--- src/rtl/button_conditioner_pkg.sv ---
// Shared definitions for the Space Monsters button input stage.
//   - rpt_state_t : per-channel auto-repeat state encoding
//   - BTN_*       : board button channel indices
//   - max3        : helper used to size the shared counter width
package button_conditioner_pkg;

  localparam logic [1:0] RPT_IDLE   = 2'd0;
  localparam logic [1:0] RPT_DELAY  = 2'd1;
  localparam logic [1:0] RPT_REPEAT = 2'd2;

  typedef enum logic [1:0] {
    RS_IDLE   = RPT_IDLE,
    RS_DELAY  = RPT_DELAY,
    RS_REPEAT = RPT_REPEAT
  } rpt_state_t;

  localparam int BTN_LEFT  = 0;
  localparam int BTN_RIGHT = 1;
  localparam int BTN_UP    = 2;
  localparam int BTN_DOWN  = 3;

  function automatic int max3(input int a, input int b, input int c);
    int m;
    m = (a > b) ? a : b;
    return (m > c) ? m : c;
  endfunction

endpackage

--- src/rtl/button_conditioner_btn_channel.sv ---
// One button channel: two-flop synchroniser, debounce counter, press pulse
// and auto-repeat state machine.
//   clk, rst       : clock, async active-high reset
//   i_btn_raw      : raw asynchronous button level
//   o_btn_clean    : debounced level
//   o_btn_pulse    : one-cycle pulse on the debounced press
//   o_btn_repeat   : press pulse plus auto-repeat pulses while held
//
// state     | meaning
// ----------+----------------------------------------------------------
// RS_IDLE   | button released (or repeat disabled); waiting for a press
// RS_DELAY  | held; counting towards the first auto-repeat pulse
// RS_REPEAT | held; emitting a repeat pulse every REPEAT_RATE cycles
module btn_channel
  import button_conditioner_pkg::*;
#(
  parameter int DEBOUNCE_CYCLES = 1_000_000,
  parameter int REPEAT_DELAY    = 25_000_000,
  parameter int REPEAT_RATE     = 5_000_000,
  parameter bit REPEAT_EN       = 1'b1,
  parameter int CNT_W           = 25
) (
  input  logic clk,
  input  logic rst,
  input  logic i_btn_raw,
  output logic o_btn_clean,
  output logic o_btn_pulse,
  output logic o_btn_repeat
);

  logic             r_sync1, r_sync2;
  logic             r_clean, r_pulse, r_repeat;
  logic [CNT_W-1:0] r_cnt, r_rcnt;
  rpt_state_t       r_state;

  logic             w_diff, w_term, w_rise;
  rpt_state_t       w_state_nxt;
  logic [CNT_W-1:0] w_rcnt_nxt;
  logic             w_repeat_nxt;

  assign w_diff = (r_sync2 != r_clean);
  assign w_term = w_diff && (r_cnt == CNT_W'(DEBOUNCE_CYCLES - 1));
  // The clean level rises on this edge, so the press pulse can be registered
  // alongside it and appear in the very first cycle clean is high.
  assign w_rise = w_term && r_sync2;

  always_ff @(posedge clk or posedge rst) begin
    if (rst) begin
      r_sync1 <= 1'b0;
      r_sync2 <= 1'b0;
      r_cnt   <= '0;
      r_clean <= 1'b0;
      r_pulse <= 1'b0;
    end else begin
      r_sync1 <= i_btn_raw;
      r_sync2 <= r_sync1;
      // Any cycle that agrees with the clean level restarts the count.
      if (!w_diff || w_term) r_cnt <= '0;
      else                   r_cnt <= r_cnt + CNT_W'(1);
      if (w_term) r_clean <= r_sync2;
      r_pulse <= w_rise;
    end
  end

  always_ff @(posedge clk or posedge rst) begin
    if (rst) begin
      r_state  <= RS_IDLE;
      r_rcnt   <= '0;
      r_repeat <= 1'b0;
    end else begin
      r_state  <= w_state_nxt;
      r_rcnt   <= w_rcnt_nxt;
      r_repeat <= w_repeat_nxt;
    end
  end

  always_comb begin
    w_state_nxt  = r_state;
    w_rcnt_nxt   = r_rcnt;
    w_repeat_nxt = 1'b0;
    if (!REPEAT_EN) begin
      w_state_nxt  = RS_IDLE;
      w_rcnt_nxt   = '0;
      w_repeat_nxt = w_rise;
    end else begin
      case (r_state)
        RS_IDLE: begin
          w_rcnt_nxt = '0;
          if (w_rise) begin
            w_state_nxt  = RS_DELAY;
            w_rcnt_nxt   = CNT_W'(1);
            w_repeat_nxt = 1'b1;
          end
        end
        RS_DELAY: begin
          if (!r_clean) begin
            w_state_nxt = RS_IDLE;
            w_rcnt_nxt  = '0;
          end else if (r_rcnt == CNT_W'(REPEAT_DELAY)) begin
            w_state_nxt  = RS_REPEAT;
            w_rcnt_nxt   = CNT_W'(1);
            w_repeat_nxt = 1'b1;
          end else begin
            w_rcnt_nxt = r_rcnt + CNT_W'(1);
          end
        end
        RS_REPEAT: begin
          if (!r_clean) begin
            w_state_nxt = RS_IDLE;
            w_rcnt_nxt  = '0;
          end else if (r_rcnt == CNT_W'(REPEAT_RATE)) begin
            w_rcnt_nxt   = CNT_W'(1);
            w_repeat_nxt = 1'b1;
          end else begin
            w_rcnt_nxt = r_rcnt + CNT_W'(1);
          end
        end
        default: begin
          w_state_nxt = RS_IDLE;
          w_rcnt_nxt  = '0;
        end
      endcase
    end
  end

  assign o_btn_clean  = r_clean;
  assign o_btn_pulse  = r_pulse;
  assign o_btn_repeat = r_repeat;

endmodule

--- src/rtl/button_conditioner.sv ---
// Button input stage for the Space Monsters game logic: one conditioning
// channel per board push-button plus an any-button-held flag.
//   clk, rst      : clock, async active-high reset
//   i_btn_raw     : raw asynchronous button levels, active-high
//   o_btn_clean   : debounced levels
//   o_btn_pulse   : one-cycle pulse per debounced press
//   o_btn_repeat  : press pulse plus auto-repeat (channels enabled in REPEAT_MASK)
//   o_any_pressed : OR of the debounced levels
module button_conditioner
  import button_conditioner_pkg::*;
#(
  parameter int               N_BTN           = 4,
  parameter int               DEBOUNCE_CYCLES = 1_000_000,
  parameter int               REPEAT_DELAY    = 25_000_000,
  parameter int               REPEAT_RATE     = 5_000_000,
  parameter logic [N_BTN-1:0] REPEAT_MASK     = 4'b0011
) (
  input  logic             clk,
  input  logic             rst,
  input  logic [N_BTN-1:0] i_btn_raw,
  output logic [N_BTN-1:0] o_btn_clean,
  output logic [N_BTN-1:0] o_btn_pulse,
  output logic [N_BTN-1:0] o_btn_repeat,
  output logic             o_any_pressed
);

  localparam int CNT_W = $clog2(max3(DEBOUNCE_CYCLES, REPEAT_DELAY, REPEAT_RATE) + 1);

  for (genvar i = 0; i < N_BTN; i++) begin : g_chan
    btn_channel #(
      .DEBOUNCE_CYCLES (DEBOUNCE_CYCLES),
      .REPEAT_DELAY    (REPEAT_DELAY),
      .REPEAT_RATE     (REPEAT_RATE),
      .REPEAT_EN       (REPEAT_MASK[i]),
      .CNT_W           (CNT_W)
    ) u_chan (
      .clk          (clk),
      .rst          (rst),
      .i_btn_raw    (i_btn_raw[i]),
      .o_btn_clean  (o_btn_clean[i]),
      .o_btn_pulse  (o_btn_pulse[i]),
      .o_btn_repeat (o_btn_repeat[i])
    );
  end

  assign o_any_pressed = |o_btn_clean;

endmodule

--- config.mk ---
export PLATFORM = sky130hd
export DESIGN_NAME = button_conditioner
export DESIGN_NICKNAME = d
export VERILOG_FILES = /design/src/rtl/button_conditioner_pkg.sv /design/src/rtl/button_conditioner_btn_channel.sv /design/src/rtl/button_conditioner.sv
export SDC_FILE = /design/constraint.sdc
export NUM_CORES = 1
export LEC_CHECK = 0
export BUFFER_PORTS_ARGS = -buffer_cell sky130_fd_sc_hd__buf_2
export CORE_MARGIN = 2
export CORE_UTILIZATION = 30
export DETAILED_ROUTE_END_ITERATION = 7
export PLACE_DENSITY = 0.53
export SYNTH_ARGS = -nofsm -noshare
export SYNTH_HDL_FRONTEND = slang
export SYNTH_SLANG_ARGS = --single-unit
--- constraint.sdc ---
create_clock -name clk -period 11.44 [get_ports clk]
set_clock_uncertainty 0.05 [all_clocks]
set_input_delay 1.144 -clock clk [delete_from_list [all_inputs] [get_ports clk]]
set_output_delay 1.144 -clock clk [all_outputs]
set_load 0.02 [all_outputs]
== Yosys cells after proc, flatten, opt, wreduce, memory -nomap -nowiden ==
Cells that the tools add are included.

* Register bits after elaboration: 172
* Input bits: 6
* Output and inout port bits: 13

* Add/subtract/negate cells: 6
* Eq/ne operators: 22
* Mux-type cells: 38
* Reduce and logical (&&, ||, !) cells: 21

{| class="wikitable"
|+ Operators by type and width
! cell !! number
|-
| 25-bit two-way mux || 12
|-
| 25-bit by 1-bit adder with 25-bit output, second input constant || 6
|-
| 25-bit case mux with 3 select lines || 2
|-
| 25-bit by 20-bit == test with 1-bit output, second input constant || 4
|-
| 25-bit by 23-bit == test with 1-bit output, second input constant || 2
|-
| 25-bit == test, second input constant || 2
|-
| 2-bit two-way mux || 8
|-
| 1-bit two-way mux || 12
|-
| 2-bit case mux with 3 select lines || 2
|-
| 1-bit logical AND || 8
|-
| 3-bit != test, second input constant || 2
|-
| 1-bit case mux with 3 select lines || 2
|-
| 3-bit AND reduction || 2
|-
| 2-bit by 1-bit == test with 1-bit output, second input constant || 2
|-
| 2-bit == test, second input constant || 2
|-
| 1-bit logical NOT || 4
|-
| 2-bit logical NOT || 2
|-
| 1-bit logical OR || 4
|-
| 1-bit != test || 4
|-
| 2-bit by 1-bit != test with 1-bit output, second input constant || 2
|-
| 2-bit != test, second input constant || 2
|-
| 4-bit OR reduction || 1
|}

== Depth between registers and ports, before layout ==
Gate-level depths: netlist of run 1.

* Depth in word-level cells: 5
* Gate-level depth with buffers: 8

== Modules after synthesis ==
From an unflattened synthesis of run 1, not the netlist that was laid out.

* Cell total of the unflattened synthesis: 908
* Area, all modules: 8,847.2 µm²

{| class="wikitable"
|+ By module, submodules not included
! module !! instances !! cells an instance !! area an instance (µm²) !! sequential area each (µm²)
|-
| btn_channel (g_chan[1].u_chan) || 1 || 312 || 2,996.6 || 1,426.4
|-
| btn_channel (g_chan[0].u_chan) || 1 || 307 || 2,970.3 || 1,426.4
|-
| btn_channel (g_chan[2].u_chan ...) || 2 || 144 || 1,436.4 || 725.7
|-
| button_conditioner || 1 || 1 || 7.5 || 0.0
|}

== Worst setup path before layout of run 1 ==
Ideal clock, no wire load.

* Path kind: register to output
* Start: reg g_chan[1].u_chan.r_clean
* End: out o_any_pressed
* Arrival: 1.065 ns
* Required time: 10.246 ns
* Setup slack: 9.181 ns
* Stages on the path, launching flop included: 2
* Cells stage by stage: dfrtp_1 or4_1

* Longest elaborated chain between the ends: 1

{| class="wikitable"
|+ Ends and longest elaborated chain
! item !! line !! RTL
|-
| start: declaration || button_conditioner_btn_channel.sv:32 || <nowiki>logic r_clean, r_pulse, r_repeat;</nowiki>
|-
| start signal: assignment || button_conditioner_btn_channel.sv:60 || <nowiki>if (w_term) r_clean <= r_sync2;</nowiki>
|-
| 4-bit OR reduction || button_conditioner.sv:46 || <nowiki>assign o_any_pressed = |o_btn_clean;</nowiki>
|-
| end: declaration || button_conditioner.sv:24 || <nowiki>output logic o_any_pressed</nowiki>
|}

No other way between the ends.

== Worst setup path after layout of run 1 ==
Ends and elaborated chain as after synthesis.

==> results of run 1 <==
[cell type report]
type / instances / area (um^2)
Antenna cell: 1 / 2.502
Clock inverter: 11 / 132.6
Inverter: 27 / 106.4
Clock buffer: 21 / 480.5
Fill cell: 2956 / 18920
Timing Repair Buffer: 21 / 112.6
Tap cell: 384 / 480.5
Multi-Input combinational cell: 661 / 4090
Sequential cell: 172 / 4304
[sequential cells by signal, indices dropped and copies added, names as in the netlist]
name,flops
g_chan.u_chan.o_btn_clean,4
g_chan.u_chan.r_rcnt,50
g_chan.u_chan.r_cnt,100
g_chan.u_chan.o_btn_repeat,2
g_chan.u_chan.o_btn_pulse,4
g_chan.u_chan.r_sync1,4
g_chan.u_chan.r_state,4
g_chan.u_chan.r_sync2,4
[logic make-up (layout without fill, tap and decap cells)]
kind of cell               Yosys count  count (layout)  synth area share, %
other                                0               1                    0
xor gates and xnor gates           133             133                13.37
adders and majority gates           16              16                2.298
AOI/OAI and AO/OA                   41              41                3.204
muxes                                5               5               0.6177
buffers and inverters               57              80                3.620
and+or+nand+nor                    466             466                27.47
DFF                                172             172                49.42
[stage by stage]
| step | utilization (%) | power (W) | setup slack (ps) | cell area (um^2) |
|---|---|---|---|---|
| after CTS | 33.91 | 0.001263 | 8529 | 9707 |
| after global routing | 33.91 | 0.001291 | 8477 | 9707 |
| after detailed placement | 31.77 | 0.0006570 | 8294 | 9094 |
| after floorplan | - | 0.0006489 | 5586 | 8710 |
| final | 33.92 | 0.001240 | 8553 | 9709 |
| after global placement | 31.77 | 0.0006569 | 8294 | 9094 |
[where the power goes]
part	total [W]	switching (W)	internal (W)	leakage, nW
Clock	0.000596	0.000248	0.000348	0.290
Combinational	0.0000262	0.0000209	0.00000535	1.27
Sequential	0.000618	0.00000465	0.000613	2.38
Total	0.00124	0.000274	0.000966	3.94
[worst paths after layout]
path / from / to / slack [ps] / depth (start not counted)
min in group asynchronous: rst / g_chan[1].u_chan.r_rcnt[5]$_DFF_PP0_ / 800 / 2
worst min-delay path: g_chan[2].u_chan.r_sync1$_DFF_PP0_ / g_chan[2].u_chan.r_sync2$_DFF_PP0_ / 300 / 0
max in group asynchronous: rst / g_chan[0].u_chan.r_rcnt[24]$_DFF_PP0_ / 8880 / 3
worst max-delay path: g_chan[1].u_chan.o_btn_clean$_DFFE_PP0N_ / o_any_pressed / 8550 / 2
worst min register to register: g_chan[2].u_chan.r_sync1$_DFF_PP0_ / g_chan[2].u_chan.r_sync2$_DFF_PP0_ / 300 / 0
worst max register to register: g_chan[1].u_chan.r_rcnt[0]$_DFF_PP0_ / g_chan[1].u_chan.r_rcnt[22]$_DFF_PP0_ / 8950 / 6
[cell usage in the layout, fill, tap and decap left out, types with 3 or more instances in the layout]
cell type / instances
a21oi_1: 8
clkinvlp_4: 4
o211ai_1: 4
inv_1: 26
nand3_1: 67
ha_1: 16
and2_1: 5
xnor2_1: 51
xor2_1: 82
or4_1: 8
nor3_1: 16
nor2_1: 171
o21ai_0: 14
nor4bb_1: 3
nand4_1: 46
buf_2: 18
and4_1: 16
nand2_1: 52
o31ai_1: 3
buf_4: 3
nand2b_1: 3
clkbuf_8: 4
nor4b_1: 14
dfrtp_1: 172
nand3b_1: 3
mux2_2: 3
and3_1: 24
nor4_1: 20
clkbuf_16: 17
or3_1: 5
[worst max-delay path, delay by kind of cell (launching register included)]
| kind | cells | cell delay (ps) |
|---|---|---|
| buffers and inverters | 1 | 180 |
| AND/OR/NAND/NOR | 1 | 560 |
| flip-flops | 1 | 530 |
[layer usage]
layer	share of wire [%]	wire [um]	global-route usage, %
met5	0	0	0
met3	2.7	458	2.734
met1	52	8966	16.95
met2	44	7503	18.01
met4	0.98	167	3.291
==> metrics.csv, run 1 <==
stage;metric;value;unit
drt;detailed-route wire length;17100;um
cts;worst-case clock buffer depth;2;
drt;total number of vias;6090;
pwr;Power per Cell Area;127.7;mW/mm^2
die;horizontal die dimension;174.4;um
die;Core Footprint;0.02863;mm^2
cts;clock slew at the register clock pins of the worst setup and hold paths;70;ps
pwr;peak supply drop;0.07984;mV
layout;growth of design area from synthesis to finish;11.48;%
drt;total iterations of the first detailed-routing run;6;
yosys;share of flip-flops with an asynchronous set or reset after synthesis;100.0;%
cts;count of H-tree levels built during CTS;4;
cts;CTS sink count;172;
yosys;Synth Net Count;912;
timing;fmax;346.4;MHz
yosys;most instantiated library cell after synthesis;dfrtp_1;
timing;crit path time final;2887;ps
drt;remaining design rule violation count;0;
layout;fraction of layout cells with a size suffix above 1;7.558;%
global_routing;pin count of the biggest net entering global routing;89;
critical_path;capturing element type of the critical path;primary output;
timing;final hold slack;302.6;ps
drt;initial drt markers;368;
die;Die Span Y;174.4;um
yosys;share of the synthesized area in the top cell type;49.42;%
place;Placed Cells;1265;
yosys;number of distinct standard cells referenced by the synthesized netlist;51;
timing;summed negative setup slack over all endpoints;0;ps
outcome;outcome;finished clean;
die;standard-cell rows;62;
cts;number of buffers inserted by hold repair at cts;0;
min_path;class of the most critical hold timing path;flop to flop;
critical_path;Max stage delay on crit path;560;ps
yosys;synthesized netlist cell count;890;
global_routing;antenna violations before repair;0;
yosys;cell area after synthesis;0.008710;mm^2
critical_path;kind of start point of the critical path;flop;
yosys;most instantiated cells after synthesis;172 x dfrtp_1, 171 x nor2_1, 82 x xor2_1;
drt;residual antenna-violating net count after detailed routing;0;
place;half-perimeter wire length of the detailed placement result;11090;um
yosys;number of flops mapped to enable cells by yosys;0;
drt;via density per instance;4.692;
timing;Slew Limit Headroom;26.88;%
critical_path;type of the worst setup path;flop to primary output;
timing;endpoints failing setup;0;
cts;number of gates given a new drive strength after cts;0;
cts;library cell used as clock root buffer;clkbuf_16;
critical_path;arrival time reported for the critical path endpoint;1690;ps
yosys;main flop type after synthesis;dfrtp_1;
die;initial core utilization;30.43;%
cts;clock latency on the worst-skew pair;420;ps
timing;final count of pins violating max slew;0;
pwr;P_leak;3.936;nW
yosys;flop and latch count out of synthesis;172;
critical_path;slowest cell on the critical path;or4_1;
layout;nets@finish;922;
critical_path;crit path cell chain;or4_1 -> buf_2;
global_routing;total routing usage reported by global routing;11.87;%
yosys;post-synthesis sequential area ratio;49.42;%
yosys;count of yosys warnings during synthesis;0;
layout;non-filler cells in the finished layout;1298;
yosys;largest area contributor in the netlist;dfrtp_1;
yosys;largest cells by area after synthesis;dfrtp_1 49%, xor2_1 8.2%, nor2_1 7.4%;
place;Port-buffer cells;18;
critical_path;highest net fanout along the worst path;8;
cts;number of buffers created by CTS;17;
critical_path;critical path data required time;10250;ps
die;number of ports placed on the die boundary;19;
die;Die Area;0.03041;mm^2
yosys;Post-Syn Area per Cell;9.786;um^2
timing;Slew @ Worst Pin;1087;ps
global_routing;number of global-route vias before repair;6050;
cts;buffers inserted by post-CTS timing repair;0;
place;final weighted congestion in routability-driven placement;0.7352;
timing;unrepaired setup endpoints after global routing;false;
drt;mean routed wirelength per cell;13.17;um
global_routing;total grt overflow;0;
timing;Final Hold Violating Endpoints;0;
cts;clock tree from TritonCTS;yes;
global_routing;wire length of the first global-routing pass;30110;um
timing;ratio of final minimum period to clock period;25.24;%
job;maxcap violations;0;
Note: power is estimated with default switching activity, not from simulation.
==> run 2, diff against run 1 <==
==> constraint.sdc (replaced) <==
create_clock -name clk -period 2.81 [get_ports clk]
set_clock_uncertainty 0.05 [all_clocks]
set_input_delay 0.281 -clock clk [delete_from_list [all_inputs] [get_ports clk]]
set_output_delay 0.281 -clock clk [all_outputs]
set_load 0.02 [all_outputs]
==> metrics.csv, run 2 (synthesis results as in run 1) <==
stage;metric;value;unit;change
drt;via density per instance;4.710;;+0.39%
global_routing;pin count of the biggest net entering global routing;48;;-46%
layout;non-filler cells in the finished layout;1317;;+1.5%
critical_path;kind of start point of the critical path;flop;;
timing;Slew Limit Headroom;59.17;%;+32 points
cts;CTS sink count;172;;unchanged
min_path;class of the most critical hold timing path;flop to flop;;
timing;crit path time final;2335;ps;
global_routing;antenna violations before repair;0;;unchanged
critical_path;critical path data required time;3070;ps;-7180 ps
layout;fraction of layout cells with a size suffix above 1;9.003;%;+1.4 points
critical_path;slowest cell on the critical path;a211o_2;;
pwr;share of total power in the clock network;47.8;%;-0.3 points
critical_path;crit path cell chain;inv_1 -> ha_1 -> nor4b_1 -> nand4_1 -> o21ai_0 -> a211o_2 -> nor2_1;;
timing;final count of pins violating max slew;0;;unchanged
drt;initial drt markers;364;;-1.1%
pwr;net switching share of the total power;24.69;%;+2.6 points
layout;multi-input gate area in the final layout;0.004090;mm^2;unchanged
die;Core Footprint;0.02863;mm^2;unchanged
layout;post-route core utilization;34.56;%;+0.64 points
layout;Top Registers;g_chan.u_chan.r_cnt (100), g_chan.u_chan.r_rcnt (50);;
cts;library cell used as clock root buffer;clkbuf_16;;
layout;flip-flop count of the largest register, all copies and words added;100;;unchanged
cts;clock tree from TritonCTS;yes;;
pwr;Int Power;0.003805;W;+290%
cts;clock slew at the register clock pins of the worst setup and hold paths;70;ps;about the same
timing;final hold slack;304.4;ps;+1.774 ps
place;Port-buffer cells;18;;unchanged
die;standard-cell rows;62;;unchanged
global_routing;wire length of the first global-routing pass;30810;um;+2.3%
cts;worst-case clock buffer depth;2;;unchanged
critical_path;arrival time reported for the critical path endpoint;2590;ps;+900 ps
timing;Slew @ Worst Pin;609.2;ps;-477.6 ps
global_routing;total routing usage reported by global routing;12.32;%;+0.45 points
critical_path;capturing element type of the critical path;flop;;
place;half-perimeter wire length of the detailed placement result;11500;um;+3.7%
cts;buffers inserted by post-CTS timing repair;0;;unchanged
critical_path;highest net fanout along the worst path;24;;+16
layout;nets@finish;942;;+2.2%
die;initial core utilization;30.43;%;unchanged
cts;number of buffers inserted by hold repair at cts;5;;+5
drt;residual antenna-violating net count after detailed routing;0;;unchanged
drt;mean routed wirelength per cell;13.16;um;about the same
outcome;outcome;finished clean;;
timing;summed negative setup slack over all endpoints;0;ps;unchanged
critical_path;Max stage delay on crit path;460;ps;-100 ps
cts;number of gates given a new drive strength after cts;0;;unchanged
die;Die Span Y;174.4;um;unchanged
pwr;Reg power frac;49.7;%;about the same
cts;clock latency on the worst-skew pair;440;ps;+20 ps
cts;number of buffers created by CTS;17;;unchanged
layout;most frequent standard cell in the layout excluding fill and tap cells;dfrtp_1;;
layout;Largest Register;g_chan.u_chan.r_cnt;;
timing;Final Hold Violating Endpoints;0;;unchanged
global_routing;number of global-route vias before repair;6232;;+3.0%
die;horizontal die dimension;174.4;um;unchanged
die;number of ports placed on the die boundary;19;;unchanged
global_routing;total grt overflow;0;;unchanged
die;Die Area;0.03041;mm^2;unchanged
place;Placed Cells;1280;;+1.2%
timing;endpoints failing setup;0;;unchanged
layout;commonest non-fill, non-tap cells in the layout;172 x dfrtp_1, 171 x nor2_1, 82 x xor2_1;;
drt;total iterations of the first detailed-routing run;5;;-1
layout;footprint of the flip-flops and latches;0.004304;mm^2;unchanged
timing;fmax;428.4;MHz;
drt;detailed-route wire length;17330;um;+1.4%
place;final weighted congestion in routability-driven placement;0.7583;;+3.1%
job;maxcap violations;0;;unchanged
pwr;share of power burned in combinational logic;2.5;%;+0.4 points
cts;count of H-tree levels built during CTS;4;;unchanged
pwr;peak supply drop;0.3954;mV;+400%
pwr;sw power;0.001248;W;+360%
drt;total number of vias;6203;;+1.9%
critical_path;type of the worst setup path;flop to flop;;
drt;remaining design rule violation count;0;;unchanged
layout;Filler cells;2877;;-2.7%
pwr;Power per Cell Area;510.8;mW/mm^2;+300%
pwr;P_leak;4.045;nW;+2.8%
timing;unrepaired setup endpoints after global routing;false;;
layout;growth of design area from synthesis to finish;13.58;%;
layout;antenna diode count;0;;-1
timing;ratio of final minimum period to clock period;83.08;%;
==> run 2: worst paths after layout <==
| kind | from | to | slack [ps] | depth (start not counted) |
|---|---|---|---|---|
| setup / recovery | g_chan[0].u_chan.r_rcnt[0]$_DFF_PP0_ | g_chan[0].u_chan.r_rcnt[6]$_DFF_PP0_ | 480 | 7 |
| hold / removal | g_chan[0].u_chan.r_sync1$_DFF_PP0_ | g_chan[0].u_chan.r_sync2$_DFF_PP0_ | 300 | 0 |
| setup reg to reg | g_chan[0].u_chan.r_rcnt[0]$_DFF_PP0_ | g_chan[0].u_chan.r_rcnt[6]$_DFF_PP0_ | 480 | 7 |
| hold reg to reg | g_chan[0].u_chan.r_sync1$_DFF_PP0_ | g_chan[0].u_chan.r_sync2$_DFF_PP0_ | 300 | 0 |
| max in group asynchronous | rst | g_chan[0].u_chan.r_cnt[16]$_DFF_PP0_ | 1470 | 5 |
| min in group asynchronous | rst | g_chan[2].u_chan.r_cnt[13]$_DFF_PP0_ | 390 | 3 |
==> run 2: area by class of cell <==
class,instances,share of cell area [%]
Timing Repair Buffer,41,3.162
Clock buffer,17,4.301
Tap cell,384,4.857
Inverter,27,1.062
Clock inverter,15,1.758
Multi-Input combinational cell,661,41.35
Sequential cell,172,43.51
==> run 2: power groups by stage <==
stage	sequential (W)	clock, W	combinational (W)
2_1_floorplan	0.00256	0	0.0000854
3_3_place_gp	0.00256	0	0.000129
3_5_place_dp	0.00256	0	0.000130
4_1_cts	0.00251	0.00248	0.000135
5_1_grt	0.00251	0.00260	0.000151
6_report	0.00251	0.00241	0.000128
==> run 2: worst max-delay path, delay by kind of cell (launching register included) <==
family / cells / cell delay, ps
AOI/OAI and AO/OA: 2 / 790
adders and majority gates: 1 / 130
buffers and inverters: 1 / 80
DFF: 1 / 410
and+or+nand+nor: 3 / 740
==> run 2: metal layers <==
metal	vias to the layer above	global-route usage, %	wire, um
li1	3135	-	-
met1	3003	17.71	9137
met2	47	18.11	7482
met3	18	2.712	453
met4	0	4.552	257
met5	-	0	0
==> run 2: metrics by stage <==
stage / total power [W] / cell area [um^2] / worst slack [ps]
after detailed placement: 0.002690 / 9243 / 495.0
final: 0.005053 / 9892 / 475.5
after global routing: 0.005267 / 9892 / 142.6
after global placement: 0.002689 / 9243 / 557.9
after floorplan: 0.002642 / 8713 / 282.3
after CTS: 0.005131 / 9892 / 472.3
